**config.mk**
```make
export PLATFORM = sky130hd
export DESIGN_NAME = prim_factor
export DESIGN_NICKNAME = d
export VERILOG_FILES = /design/src/rtl/prim_factor.sv
export SDC_FILE = /design/constraint.sdc
export NUM_CORES = 1
export LEC_CHECK = 0
export BUFFER_PORTS_ARGS = -buffer_cell sky130_fd_sc_hd__buf_2
export CORE_MARGIN = 2
export CORE_UTILIZATION = 40
export CTS_BUF_LIST = sky130_fd_sc_hd__clkbuf_8
export DETAILED_ROUTE_END_ITERATION = 8
export GPL_ROUTABILITY_DRIVEN = 0
export SETUP_SLACK_MARGIN = 0.2
export SLEW_MARGIN = 20
export SYNTH_ARGS = -nofsm -noshare
export SYNTH_HDL_FRONTEND = slang
export SYNTH_SLANG_ARGS = --single-unit
```
**constraint.sdc**
```tcl
create_clock -name Clk -period 7.45 [get_ports Clk]
set_input_delay 1.49 -clock Clk [delete_from_list [all_inputs] [get_ports Clk]]
set_output_delay 1.49 -clock Clk [all_outputs]
set_load 0.05 [all_outputs]
```
**src/rtl/prim_factor.sv**
```systemverilog
// Multi-cycle smallest-divisor unit: trial division by repeated subtraction, busy/ack handshake.
// Optional PRIM_CYCLE_CNT_EN adds a 16-bit saturating busy-cycle counter output.
module prim_factor #(
   parameter int unsigned WIDTH = 8
) (
   input  logic             Clk,
   input  logic             Rst,
   input  logic             start,
   input  logic [WIDTH-1:0] A,
   output logic             busy,
   output logic             ack,
   output logic [WIDTH-1:0] R,
   output logic [WIDTH-1:0] Q,
   output logic             prime
`ifdef PRIM_CYCLE_CNT_EN
   ,
   output logic [15:0]      cycles
`endif
);

   localparam int unsigned DW = WIDTH + 1;
   localparam int unsigned SW = 2 * (WIDTH + 1);

   localparam logic [2:0] IDLE  = 3'd0;
   localparam logic [2:0] CHECK = 3'd1;
   localparam logic [2:0] DIV   = 3'd2;
   localparam logic [2:0] NEXT  = 3'd3;
   localparam logic [2:0] DONE  = 3'd4;

   logic [2:0]       state_q, state_d;
   logic [WIDTH-1:0] x_q, x_d;
   logic [DW-1:0]    d_q, d_d;
   logic [WIDTH-1:0] m_q, m_d;
   logic [WIDTH-1:0] n_q, n_d;
   logic [WIDTH-1:0] r_q, r_d;
   logic [WIDTH-1:0] q_q, q_d;
   logic             prime_q, prime_d;
   logic             busy_q, busy_d;
   logic             ack_q, ack_d;

   logic [DW-1:0]    d_plus2;
   logic [SW-1:0]    d_plus2_sq;
   logic             accept;

   assign accept     = (state_q == IDLE) && start;
   assign d_plus2    = d_q + DW'(2);
   // Square at double width so the bound test can never wrap.
   assign d_plus2_sq = SW'(d_plus2) * SW'(d_plus2);

   always_comb begin
      state_d = state_q;
      x_d     = x_q;
      d_d     = d_q;
      m_d     = m_q;
      n_d     = n_q;
      r_d     = r_q;
      q_d     = q_q;
      prime_d = prime_q;
      busy_d  = busy_q;
      ack_d   = 1'b0;
      case (state_q)
         IDLE: begin
            if (start) begin
               x_d     = A;
               busy_d  = 1'b1;
               state_d = CHECK;
            end
         end
         CHECK: begin
            state_d = DONE;
            if (x_q == '0) begin
               r_d     = '0;
               q_d     = '0;
               prime_d = 1'b0;
            end else if (x_q == WIDTH'(1)) begin
               r_d     = WIDTH'(1);
               q_d     = WIDTH'(1);
               prime_d = 1'b0;
            end else if (!x_q[0]) begin
               r_d     = WIDTH'(2);
               q_d     = x_q >> 1;
               prime_d = (x_q == WIDTH'(2));
            end else if (x_q < WIDTH'(9)) begin
               r_d     = x_q;
               q_d     = WIDTH'(1);
               prime_d = 1'b1;
            end else begin
               d_d     = DW'(3);
               m_d     = x_q;
               n_d     = '0;
               state_d = DIV;
            end
         end
         DIV: begin
            if (DW'(m_q) >= d_q) begin
               m_d = m_q - WIDTH'(d_q);
               n_d = n_q + WIDTH'(1);
            end else begin
               state_d = NEXT;
            end
         end
         NEXT: begin
            if (m_q == '0) begin
               r_d     = WIDTH'(d_q);
               q_d     = n_q;
               prime_d = 1'b0;
               state_d = DONE;
            end else if (d_plus2_sq > SW'(x_q)) begin
               r_d     = x_q;
               q_d     = WIDTH'(1);
               prime_d = 1'b1;
               state_d = DONE;
            end else begin
               d_d     = d_plus2;
               m_d     = x_q;
               n_d     = '0;
               state_d = DIV;
            end
         end
         DONE: begin
            ack_d   = 1'b1;
            busy_d  = 1'b0;
            state_d = IDLE;
         end
         default: begin
            state_d = IDLE;
            busy_d  = 1'b0;
         end
      endcase
   end

   always_ff @(posedge Clk) begin
      if (Rst) begin
         state_q <= IDLE;
         x_q     <= '0;
         d_q     <= '0;
         m_q     <= '0;
         n_q     <= '0;
         r_q     <= '0;
         q_q     <= '0;
         prime_q <= 1'b0;
         busy_q  <= 1'b0;
         ack_q   <= 1'b0;
      end else begin
         state_q <= state_d;
         x_q     <= x_d;
         d_q     <= d_d;
         m_q     <= m_d;
         n_q     <= n_d;
         r_q     <= r_d;
         q_q     <= q_d;
         prime_q <= prime_d;
         busy_q  <= busy_d;
         ack_q   <= ack_d;
      end
   end

   assign busy  = busy_q;
   assign ack   = ack_q;
   assign R     = r_q;
   assign Q     = q_q;
   assign prime = prime_q;

`ifdef PRIM_CYCLE_CNT_EN
   logic [15:0] cycles_q, cycles_d;

   // Counts every edge seen while busy, including the one that raises ack.
   always_comb begin
      cycles_d = cycles_q;
      if (accept) begin
         cycles_d = '0;
      end else if (busy_q && (cycles_q != 16'hFFFF)) begin
         cycles_d = cycles_q + 16'd1;
      end
   end

   always_ff @(posedge Clk) begin
      if (Rst) begin
         cycles_q <= '0;
      end else begin
         cycles_q <= cycles_d;
      end
   end

   assign cycles = cycles_q;
`endif

endmodule

```
* Word-level counts from Yosys, hierarchy flattened *
Cells that the tools add are included.
W data, S select, Z words.

storage, ports and cells
  flip-flop bits (word level) = 55
  input bits = 11
  output and inout port bits = 19
  logic and storage cells = 103

operators by class
  $add $sub $neg = 3
  multipliers = 1
  $lt $le $gt $ge = 3
  equality and inequality tests = 17
  muxes and demuxes = 56
  bitwise gates (word level) = 1
  reduce and logical (&&, ||, !) cells = 12

operators by type and width
  kind                   number
  $mux W8                26
  $mux W9                6
  $pmux W8 S3            2
  $pmux W8 S2            2
  $mux W3                8
  $gt A18 B8 Y1          1
  $mul A9 B9 Y18         1
  $ne A2 B2 Y1 const B   9
  $pmux W9 S2            1
  $logic_not A8 Y1       2
  $pmux W3 S4            1
  $add A9 B2 Y9 const B  1
  $ge A8 B9 Y1           1
  $add A8 B1 Y8 const B  1
  $eq A8 B1 Y1 const B   1
  $eq A8 B2 Y1 const B   1
  $lt A8 B4 Y1 const B   1
  $mux W1                8
  $reduce_and A8 Y1      1
  $sub A8 B8 Y8          1
  $reduce_and A7 Y1      1
  $eq A3 B2 Y1 const B   2
  $reduce_and A2 Y1      3
  $ne A5 B5 Y1 const B   1
  other kinds (10)       11

* Logic depth before layout (Yosys ltp) *
Gate-level depths: netlist of run 1.

  word-level depth = 6
  depth in mapped cells = 27
  mapped depth without buffers = 25

* Worst setup path before layout of run 1 *
No wires, ideal clock.

  path type = register -> register
  from = reg d_q[1]
  to = reg n_q[2]
  library setup time = 0.128 ns
  data arrival time = 6.656 ns
  required time = 7.322 ns
  path slack = 0.666 ns
  stages on the path, launching flop included = 26
  buffers on the path = 4
  clock period less this slack = 6.784 ns
  cells stage by stage = dfxtp_1 clkbuf_1 inv_1 ha_1 clkbuf_1 or2_2 fa_1 inv_1 fa_1 inv_1 fa_1 fa_1 inv_1 ha_1 xnor2_1 ha_1 a211oi_1 o311ai_0 a221oi_1 nand4_1 or4_4 o31a_1 buf_2 buf_2 o21ai_0 a21oi_1

between the ends
  longest elaborated chain between the ends = 5
  elaborated cells on any way between the ends = 7
  classes of those cells = 1 x add/sub; 1 x mul; 2 x order compare; 2 x eq/ne; 1 x reduce/logical

ends and longest elaborated chain
  item                             line  source
  start: declaration               32    logic [DW-1:0] d_q, d_d;
  start signal: assignment         136   d_q <= '0;
  start signal: assignment         147   d_q <= d_d;
  $add A9 B2 Y9                    46    assign d_plus2 = d_q + DW'(2);
  $mul A9 B9 Y18                   48    assign d_plus2_sq = SW'(d_plus2) * SW'(d_plus2);
  $gt A18 B8 Y1                    108   end else if (d_plus2_sq > SW'(x_q)) begin
  $ne A2 B2 Y1 (no line)           n/a
  $reduce_and A8 Y1 (no line) (*)  n/a
  end signal: assignment           149   n_q <= n_d;
  end: declaration                 34    logic [WIDTH-1:0] n_q, n_d;

Every way passes the cells marked *; elsewhere a longest branch is shown, timed or not.
A chain may end at the register's enable or synchronous reset.

* Worst setup path after layout of run 1 *
  from = reg d_q[2]
  to = reg n_q[5]

Same word-level chain as after synthesis.

==> flow_results.org, run 1 <==
** CTS
- TritonCTS sink count :: 55
- Number of buffers created by CTS :: 5
- Clock-pin slew was measured on the worst setup and hold paths at 100 ps.
- CTS root buf :: clkbuf_8
- TritonCTS built the clock tree.
- H-tree Lvls :: 2
- Buffers inserted to repair hold after CTS numbered 0.
- The longest clock path from root to sink contains 2 buffers.
- Clock network latency to the later pin of the worst-skew pair :: 310 ps

** STA
- Setup repair after global routing missed its margin :: false
- Hold violation total from the final report :: 0
- For this run, the top clock speed supported by timing is 144 MHz.
- Measured against its own limit, the worst slew margin works out to 43.8%.
- Maximum clock skew at final layout :: 4.40 ps
- Setup violations remaining at the end of the flow were counted as 0.
- Final max-slew violation count :: 0
- Subtracting the final worst setup slack from the clock period gives 6970 ps.
- Setup tns final :: 0 ps
- At the pin with the least slew margin, the transition time is 843 ps.
- In the finished design, the share of the clock period the worst path needs comes to 93.5%.

** Detailed routing
- Post-route ant nets :: 0
- The detailed router placed 4420 vias in this run.
- 1st-iter DRT viols :: 313
- The first TritonRoute pass finished after 5 iterations.
- Dividing the detail-routed via count by the number of cells gives 5.35.
- In the routed design, unresolved DRC markers number 0.
- Dividing the detail-routed wire length by the instance count gives 15.5 um.
- The final layout contains routed wiring with a total length of 12800 um.

** Floorplan
- The total area inside the core boundary comes to 12500 um2.
- After floorplanning, the core was divided into 41 placement rows.
- The die is 116 um wide.
- The initial utilization of the core area, before any placement, comes to 40.6%.
- 30 I/O pins were placed.
- Die Area :: 13600 um2
- From bottom edge to top edge, the die measures 116 um.

** Worst setup path
- Data on the critical path is required at its endpoint by 7690 ps.
- At the worst endpoint, the arrival time is 7210 ps.
- Most frequent cell on the critical path :: fa_1
- Along the worst path, the maximum fanout reaches 12.
- Type of the worst setup path :: flop to flop
- STA classifies the critical path endpoint as a flop.
- Startpoint class of the critical path :: flop
- Among all stages on the critical path, the largest delay is contributed by fa_1.
- For this run, the slowest stage of the critical path takes 570 ps.
- Walking the worst path, the cells encountered are ha_2, nand3_2, nor3_4, xnor2_2, nand2_1, fa_1, inv_1, fa_1, inv_1, fa_1, fa_1, inv_1, ha_1, xnor2_1, ha_1, a211oi_1, o311ai_1, a221oi_1, nand4_1, or4_4, o31a_1, buf_4, or3_1, a21oi_1.

** Synth
- The cell area that synthesis handed to floorplanning was 5060 um2.
- The most common cell in the synthesized netlist is inv_1.
- Among all flip-flop cells after synthesis, the most frequent one is dfxtp_1.
- Synthesis produced 622 cells.
- The largest total area in the synthesized netlist belongs to dfxtp_1.
- Area share of the largest cell type after synthesis :: 21.8%
- Mean Syn Cell Area :: 8.13 um2
- The synthesized design contains 55 register bits.
- Number of flops mapped to enable cells by yosys :: 0
- Yosys printed 0 warnings.
- Sequential element share of the synthesized area :: 21.8%
- After synthesis, the cell types taking the most area are dfxtp_1, fa_1, ha_1.
- In this run, distinct cell masters in the synthesized netlist total 53.
- Counting every net in the synthesized netlist gives 718.
- Of all flip-flops after synthesis, the portion carrying an async set or reset was 0%.
- Most instantiated cells after synthesis :: inv_1, nor2_1, nand2_1

** GRT
- Vias in the first global route :: 4251
- Leftover overflow at the end of global routing :: 0
- The initial antenna violation count is 0.
- First-pass GRT wire length :: 20800 um
- Total GRT Usage :: 19.4%
- Largest net degree at the start of global routing :: 48

** Layout
- After filler insertion, the fill cell instance count of the layout stands at 1244.
- Area Overhead vs Synth :: 11.5%
- The number of antenna diodes in the final layout is 0.
- The finished cells cover 5640 um2.
- Summing all multi-input logic gate instances after layout gives 3650 um2.
- Area taken by flip-flops and latches :: 1100 um2
- Post-layout instance count excluding filler cells :: 826
- Cells with a size suffix above 1 make up 12.5% of the layout.
- The final layout contains 749 nets.

** Status
- The flow ran to the end, and the final reports show no timing, DRC or antenna violations.

** Pwr
- Summed over all cells, the static leakage comes to 2.69 nW.
- VDD sags by at most 64.7 uV.
- In this run the power density over the cells is 116 nW/um2.

** Placed design
- Half-perimeter wire length after placement :: 10000 um
- Number of instances in the placed design :: 814
- Count of buffers from port buffering :: 29
- Post-placement cell area :: 5450 um2

** Run
- Reported max-cap violation count :: 0

** Worst hold path
- Classification of the worst-slack hold path :: flop to flop
## worst max-delay path: cells and delay by family (launching register included)
kind | cells | cell delay, ps
adders and majority gates | 7 | 3030
and+or+nand+nor | 6 | 1570
AOI/OAI and AO/OA | 5 | 1190
DFF | 1 | 410
buffers and inverters | 4 | 360
xor gates and xnor gates | 2 | 340
## cell type report
class | instances | area share (%)
multi-input cells | 466 | 64.8
clock buffers | 5 | 1.22
flip-flops and latches | 55 | 19.6
clock inverters | 3 | 0.289
inverters | 81 | 5.46
well taps | 172 | 3.82
repair buffers | 44 | 4.79
## stage by stage
step           utilization [%]  setup slack (ps)  hold slack, ps  power (mW)
3_3_place_gp              43.7               443             450       0.489
4_1_cts                   44.4               259             473       0.652
2_1_floorplan                -               666             452       0.447
6_report                  45.2               483             470       0.651
5_1_grt                   45.2               186             488       0.687
3_5_place_dp              43.7               206             458       0.493
## layer usage
metal | vias up | global-route usage, % | share of wire (%)
li1 | 2174 | - | -
met1 | 2121 | 27.1 | 47
met2 | 112 | 32.8 | 47
met3 | 13 | 2.23 | 4.6
met4 | 0 | 3.57 | 1.0
met5 | - | 0 | 0
## placed cells by master (no fill, tap or decap), types with 3 or more instances in the layout
master and count:
mux2_2 8, inv_1 79, a31oi_1 3, and3_1 4
a211o_1 5, fa_1 34, nor2b_1 13, a21oi_1 41
or2_2 3, buf_2 29, nor3_1 24, clkbuf_8 5
a21o_1 12, mux2i_1 11, a211oi_1 5, xnor2_1 15
o21bai_1 4, xor2_1 9, nand3_1 16, or3_1 9
nor2_1 60, nand3b_1 3, ha_1 50, nand2_1 57
nor4_1 3, nand2b_1 5, o21ai_0 19, nand4_1 5
a221oi_1 12, dfxtp_1 54, xnor2_2 4, nor4b_1 3
buf_4 14
## worst paths after layout
check              start      to  slack [ps]  cells after the start
setup / recovery  d_q[2]  n_q[5]         480                     24
hold reg to reg     Q[0]    Q[0]         470                      2
setup reg to reg  d_q[2]  n_q[5]         480                     24
hold / removal      Q[0]    Q[0]         470                      2
## cells by family after synthesis
family,share of synthesized area [%]
simple gates,20.2
flops,21.8
buf+inv,7.62
mux,3.96
xor+xnor,4.85
compound gates,15.5
fa+ha+maj,26.1
## registers in the layout, indices dropped and copies added, names as in the netlist
signal and count:
d_q 9, state_q 3, ack 1, prime 1, R 8, m_q 8
Q 8, busy 1, n_q 8, x_q 8
## power by group
group,internal [mW],total [mW],switching (mW)
combinational,0.0572,0.161,0.104
clock,0.0647,0.163,0.0983
sequential,0.309,0.327,0.0177
## repair_timing
item / CTS / global route
setup buffers: 0 / 4
pin swaps: 0 / 3
gates resized for setup: 1 / 13
setup endpoints to repair: 6 / 42
No activity file was read; power rests on OpenSTA's default activity.
==> inputs of run 2 (changes only) <==
- PLACE_DENSITY_LB_ADDON: not set -> 0.3
==> run 2 against run 1 <==
- non-clock buffer count increased by 2
- power increased by 4.9%
- register-to-register slack got worse by 50 ps
- cell area increased by 0.49%
- count of clock-buffer cells in the layout unchanged
- critical endpoint is now n_q[7]
- highest routed layer unchanged
==> flow_results.org, run 2 (synthesis gave the netlist of run 1 again) <==
** Worst setup path
- Worst-path cell chain :: inv_1, nor3_4, xnor2_1, nand2_1, fa_1, inv_1, fa_1, inv_1, fa_1, fa_1, inv_1, ha_2, xnor2_2, ha_1, a211oi_1, o311ai_0, a221oi_1, nand4_1, or4_4, o31a_4, or4_1, a21oi_1
- Startpoint class of the critical path :: flop
- For this design, the slowest cell found on the critical path is fa_1.
- Peak per-stage delay on the critical path :: 590 ps (+20 ps)
- The largest fanout on the critical path is 13 (+1).
- The depth of the worst register-to-register path is 22 (-8.3%).
- The required time at the worst-slack endpoint was 7700 ps (about the same).
- Arrival time of data at the critical path endpoint :: 7260 ps (+50 ps)
- Type of the worst setup path :: flop to flop
- The worst setup path is captured at a flop.

** Floorplan
- The core region area was 12500 um2 (unchanged).
- The width of the die came to 116 um (unchanged).
- The area enclosed by the die boundary was 13600 um2 (unchanged).
- Die extent in y :: 116 um (unchanged)
- Top-level port count :: 30 (unchanged)
- Floorplan row count :: 41 (unchanged)
- Starting Density :: 40.6% (unchanged)

** CTS
- CTS root buf :: clkbuf_8
- The total clock buffers created by CTS came to 5 (unchanged).
- The clock tree buffer depth came to 2 (unchanged).
- The number of buffers inserted for hold repair after clock tree synthesis came to 0 (unchanged).
- TritonCTS built the clock tree.
- Clock transition time at the flip-flop clock pins of the worst setup and hold paths :: 100 ps (about the same)
- The clock sink total came to 55 (unchanged).
- The clock insertion delay at the later pin of the skew report was 310 ps (about the same).
- The H-tree level count was 2 (unchanged).

** GRT
- The number of global-route vias before repair came to 4240 (-0.26%).
- Antenna violations before repair :: 0 (unchanged)
- The global-route wire length before repair came to 20400 um (-2.2%).
- Largest net degree at the start of global routing :: 48 (unchanged)
- Total GRT Usage :: 18.9% (-0.47 points)
- The total overflow reported by the global router came to 0 (unchanged).

** Layout
- Final core utilization :: 45.4% (+0.22 points)
- The total of fill cells in the finished design is 1231 (-1.0%).
- Most used cells in the layout excluding fill and tap cells :: inv_1, nor2_1, nand2_1
- Max FFs per register :: 9 (unchanged)
- Commonest non-fill, non-tap cell in the layout :: inv_1
- Final design instance area without fill :: 5670 um2 (+0.49%)
- Reg with most FFs :: d_q
- Fraction of layout instances using a drive strength above 1 :: 13.1% (+0.59 points)
- The number of cells in the finished layout apart from fillers came to 827 (+0.12%).
- Relative to the synthesized area, the layout overhead comes to 12.0%.
- The number of antenna repair diodes is 0 (unchanged).
- Layout Nets :: 751 (+0.27%)

** Pwr
- Power, Total :: 0.683 mW (+4.9%)
- Switching power :: 0.221 mW (+0.15%)
- The standby leakage power came to 2.71 nW (+0.64%).
- The part of the power in the clock network came to 28.9% (+3.9 points).
- Portion of total power attributed to sequential cells :: 47.6% (-2.6 points)
- The power density normalized to cell area was 121 nW/um2 (+4.4%).
- IR Drop Worst-Case VDD :: 76.8 uV (+19%)
- Internal power summed over all cells :: 0.463 mW (+7.4%)
- Switching share of total power :: 32.3% (-1.5 points)
- Share of total power in combinational logic :: 23.5% (-1.3 points)

** STA
- Min cycle time layout :: 7010 ps (+48.4 ps)
- The smallest hold slack is 454 ps (-16.2 ps).
- Max transition margin :: 42.2% (-1.6 points)
- Portion of the clock cycle consumed by the worst path in the final layout :: 94.2% (+0.65 points)
- Setup repair after global routing missed its margin :: false
- The highest attainable clock frequency came to 143 MHz (-0.69%).
- Final max-slew violation count :: 0 (unchanged)
- Setup tns final :: 0 ps (unchanged)
- Setup-violating endpoint count in the final report :: 0 (unchanged)
- The clock skew was 13.8 ps (+9.44 ps).
- Transition time at the pin with the least slew margin :: 867 ps (+23.9 ps)
- The worst-case setup margin in the final layout is 435 ps (-48.4 ps).
- The hold violation count in the final report came to 0 (unchanged).

** Placed design
- Number of instances in the placed design :: 818 (+0.49%)
- Placement-stage worst setup slack :: 79.3 ps (-126 ps)
- The cell area after placement came to 5460 um2 (+0.32%).
- The number of buffers added on ports was 29 (unchanged).
- The half-perimeter wire length after detailed placement came to 10200 um (+1.3%).

** Detailed routing
- The number of nets still failing antenna checks after routing was 0 (unchanged).
- WL per Instance :: 15.6 um (+1.1%)
- The per-cell via count in the routed design came to 5.45 (+1.8%).
- Total number of vias :: 4504 (+1.9%)
- The detailed-router iteration count before antenna repair is 5 (unchanged).
- The DRC marker count from the first detailed-route iteration is 317 (+1.3%).
- Aggregate routed wire length :: 12900 um (+1.2%)
- Number of remaining DRC errors :: 0 (unchanged)

** Run
- Reported max-cap violation count :: 0 (unchanged)

** Worst hold path
- Classification of the worst-slack hold path :: flop to flop
- Depth of the worst hold-timing path :: 2 (unchanged)

** Status
- Result of the run :: finished clean
## run 2: cell types whose count changed in the layout (fill, tap and decap cells not counted), sizes merged
cell,delta
buf,+2
bufinv,+1
clkinv,-1
inv,-1
## run 2: path summary, 6_finish.rpt
path              startpoint  endpoint  slack (ps)
setup / recovery      d_q[5]    n_q[7]         440
hold / removal          R[1]      R[1]         450
setup reg to reg      d_q[5]    n_q[7]         440
hold reg to reg         R[1]      R[1]         450
## run 2: layer usage
layer  vias to the layer above  global-route usage, %  share of wire, %
met5                         -                      0                 0
met4                         0                   5.32               1.2
met3                        15                   1.87               6.1
met2                       140                   31.9                47
met1                      2178                   25.9                45
li1                       2171                      -                 -
## run 2: critical path, delay by kind of cell, from the launching register on
family,cells,cell delay [ps]
flops,1,540
compound gates,5,1320
buf+inv,4,390
xor+xnor,2,320
simple gates,5,1600
fa+ha+maj,6,2780
## run 2: cell type report
type,instances,area [um2],area share (%)
Multi-Input combinational cell,466,3660,64.6
Sequential cell,55,1100,19.5
Inverter,81,308,5.43
Timing Repair Buffer,46,273,4.81
Tap cell,172,215,3.80
Clock buffer,5,68.8,1.21
Clock inverter,2,37.5,0.663
## run 2: power by group through the flow
stage / Combinational [mW] / Clock [mW] / Sequential [mW]
finish: 0.161 / 0.197 / 0.325
global route: 0.175 / 0.210 / 0.327
CTS: 0.159 / 0.199 / 0.325
detailed placement: 0.159 / 0 / 0.332
global placement: 0.156 / 0 / 0.332
floorplan: 0.0865 / 0 / 0.361
## run 2: what timing repair did
item	CTS	global route
buffers inserted	0	2
gates resized for setup	3	13
gates cloned	0	0
pin swaps	0	2
setup endpoints to repair	9	21
==> inputs of run 3 (changes only) <==
- CORE_UTILIZATION: 40 -> 55
==> run 3 against run 2 <==
- routed wire length shrank 4.8%
- via count grew 0.53%
- worst hold slack gained 6.3 ps
- power shrank 3.8%
- clock skew shrank 8.5 ps
- critical endpoint unchanged
==> flow_results.org, run 3 (synthesis gave the netlist of run 1 again) <==
** Placed design
- Count of buffers from port buffering :: 29 (unchanged)
- Half-perimeter wire length after placement :: 9640 um (-5.1%)

** CTS
- The tree is rooted in a clkbuf_8.
- The H-tree level count is 2 (unchanged).
- Clock transition time at the flip-flop clock pins of the worst setup and hold paths :: 100 ps (about the same)
- TritonCTS clock tree :: yes
- The total clock buffers created by CTS is 5 (unchanged).
- The clock sink total is 55 (unchanged).
- Bufs on Longest Clock Path :: 2 (unchanged)
- Clock network latency to the later pin of the worst-skew pair :: 310 ps (about the same)

** Run
- Reported max-cap violation count :: 0 (unchanged)

** Pwr
- Power density cells :: 118 nW/um2 (-2.0%)
- The standby leakage power is 2.70 nW (-0.12%).
- IR Drop Worst-Case VDD :: 77.3 uV (+0.74%)

** Floorplan
- The width of the die came to 99.9 um (-14%).
- The core region area came to 8810 um2 (-29%).
- Top-level port count :: 30 (unchanged)
- The number of rows in the core area was 34 (-17%).
- The area enclosed by the die boundary is 9980 um2 (-26%).
- The die boundary height is 99.9 um (-14%).
- The initial cell density of the core was 57.4% (+17 points).

** GRT
- Antenna violations before repair :: 0 (unchanged)
- The maximum number of pins on one net before global-route repair is 48 (unchanged).
- The total overflow reported by the global router came to 0 (unchanged).
- Vias in the first global route :: 4334 (+2.2%)
- First-pass GRT wire length :: 20800 um (+2.2%)
- Total GRT Usage :: 25.6% (+6.6 points)

** STA
- Setup tns final :: 0 ps (unchanged)
- Maximum clock skew at final layout :: 5.32 ps (-8.52 ps)
- Portion of the clock cycle consumed by the worst path in the final layout :: 94.8% (+0.60 points)
- Setup repair after global routing missed its margin :: false
- Setup-violating endpoint count in the final report :: 0 (unchanged)
- The time the final worst path needs with I/O delays and setup is 7060 ps (+44.6 ps).
- The number of slew-limit violations in the final report was 0 (unchanged).
- Transition time at the pin with the least slew margin :: 873 ps (+6.69 ps)
- Hold violation total from the final report :: 0 (unchanged)
- Fmax achieved :: 142 MHz (-0.63%)
- Max transition margin :: 41.8% (-0.45 points)

** Worst setup path
- Critical-path maximum fanout :: 14 (+1)
- Reg-to-reg slack, setup :: 390 ps (-40 ps)
- Traced cell by cell, the critical path runs through inv_2, nor4_1, xnor2_1, nor2_1, ha_1, xnor2_1, fa_1, inv_1, fa_1, inv_1, fa_1, inv_1, ha_1, a21o_1, a31oi_2, a21oi_2, o41ai_2, xnor2_1, or4_4, o31a_4, or4_1, a21oi_1.
- The worst setup path is captured at a flop.
- Arrival time of data at the critical path endpoint :: 7300 ps (+40 ps)
- The worst setup path is launched from a flop.
- Peak per-stage delay on the critical path :: 540 ps (-50 ps)
- On the critical path the largest part of the delay comes from adder cells.
- The buffer and inverter count on the worst path came to 4 (unchanged).
- The required time at the worst-slack endpoint is 7690 ps (about the same).
- Type of the worst setup path :: flop to flop
- Slowest stage cell on the critical path :: fa_1

** Detailed routing
- The per-cell via count in the routed design was 5.94 (+9.1%).
- The number of nets still failing antenna checks after routing was 0 (unchanged).
- Aggregate routed wire length :: 12300 um (-4.8%)
- Number of remaining DRC errors :: 0 (unchanged)
- 1st-iter DRT viols :: 271 (-15%)
- The count of vias placed by the detailed router came to 4528 (+0.53%).
- Router iterations before antenna repair :: 5 (unchanged)
- The post-detailed-route wirelength per cell was 16.1 um (+3.3%).

** Layout
- Area Overhead vs Synth :: 9.89%
- The share of cells above drive strength 1 is 12.4% (-0.74 points).
- Ranked by flip-flop count, first place goes to d_q.
- The final core utilization was 63.1% (+18 points).
- Number of filler cells placed in the layout :: 781 (-37%)
- Leaving out fill and tap cells, the most frequent cell in the layout is inv_1.
- Most used cells in the layout excluding fill and tap cells :: inv_1, nor2_1, nand2_1
- The number of flip-flops in the largest register was 9 (unchanged).
- Antenna Diode Count :: 0 (unchanged)
- The net count reported at finish was 749 (-0.27%).

** Worst hold path
- The path class of the tightest hold or removal check is flop to flop.

** Status
- Result of the run :: finished clean
[run 3: path summary, 6_finish.rpt]
path,endpoint,from,cells after the start
worst max-delay path,n_q[7],d_q[6],22
worst min-delay path,prime,prime,2
worst max register to register,n_q[7],d_q[6],22
worst min register to register,prime,prime,2
[run 3: worst min-delay path, cell delays in order, from the launching register on]
cell     delay (ps)
dfxtp_1         320
nand2_1          50
a21oi_1          50
[run 3: timing repair]
| action | CTS | global route |
|---|---|---|
| hold buffers | 0 | 0 |
| buffers inserted | 0 | 3 |
| pin swaps | 0 | 2 |
| resized for setup | 1 | 13 |
| endpoints found under the setup margin | 1 | 36 |
[run 3: routing by layer]
metal | GRT usage (%) | wire length [um] | vias up
met4 | 3.58 | 144 | 0
met2 | 42.2 | 5700 | 163
met5 | 0 | 0 | -
met3 | 5.15 | 906 | 21
met1 | 35.8 | 5550 | 2177
li1 | - | - | 2167
[run 3: layout make-up]
| type | instances | area [um2] | share of cell area [%] |
|---|---|---|---|
| multi-input cells | 466 | 3640 | 65.5 |
| flip-flops and latches | 55 | 1100 | 19.9 |
| inverters | 81 | 308 | 5.54 |
| repair buffers | 44 | 274 | 4.93 |
| well taps | 108 | 135 | 2.43 |
| clock buffers | 6 | 82.6 | 1.49 |
| clock inverters | 2 | 12.5 | 0.225 |
[run 3: through the flow]
step,instances,area [um2],setup WS (ps),hold WS (ps),power [mW]
3_5_place_dp,751,5370,171,452,0.491
6_report,762,5560,391,460,0.657
5_1_grt,762,5560,202,489,0.691
4_1_cts,759,5470,247,465,0.658
2_1_floorplan,622,5060,666,452,0.447
3_3_place_gp,751,5370,401,438,0.487
[run 3: power breakdown]
part	leakage [nW]	switching (mW)	total, mW	internal, mW
Combinational	2.20	0.105	0.161	0.0564
Clock	0.0526	0.0959	0.171	0.0750
Sequential	0.448	0.0159	0.325	0.309
Total	2.70	0.217	0.657	0.441
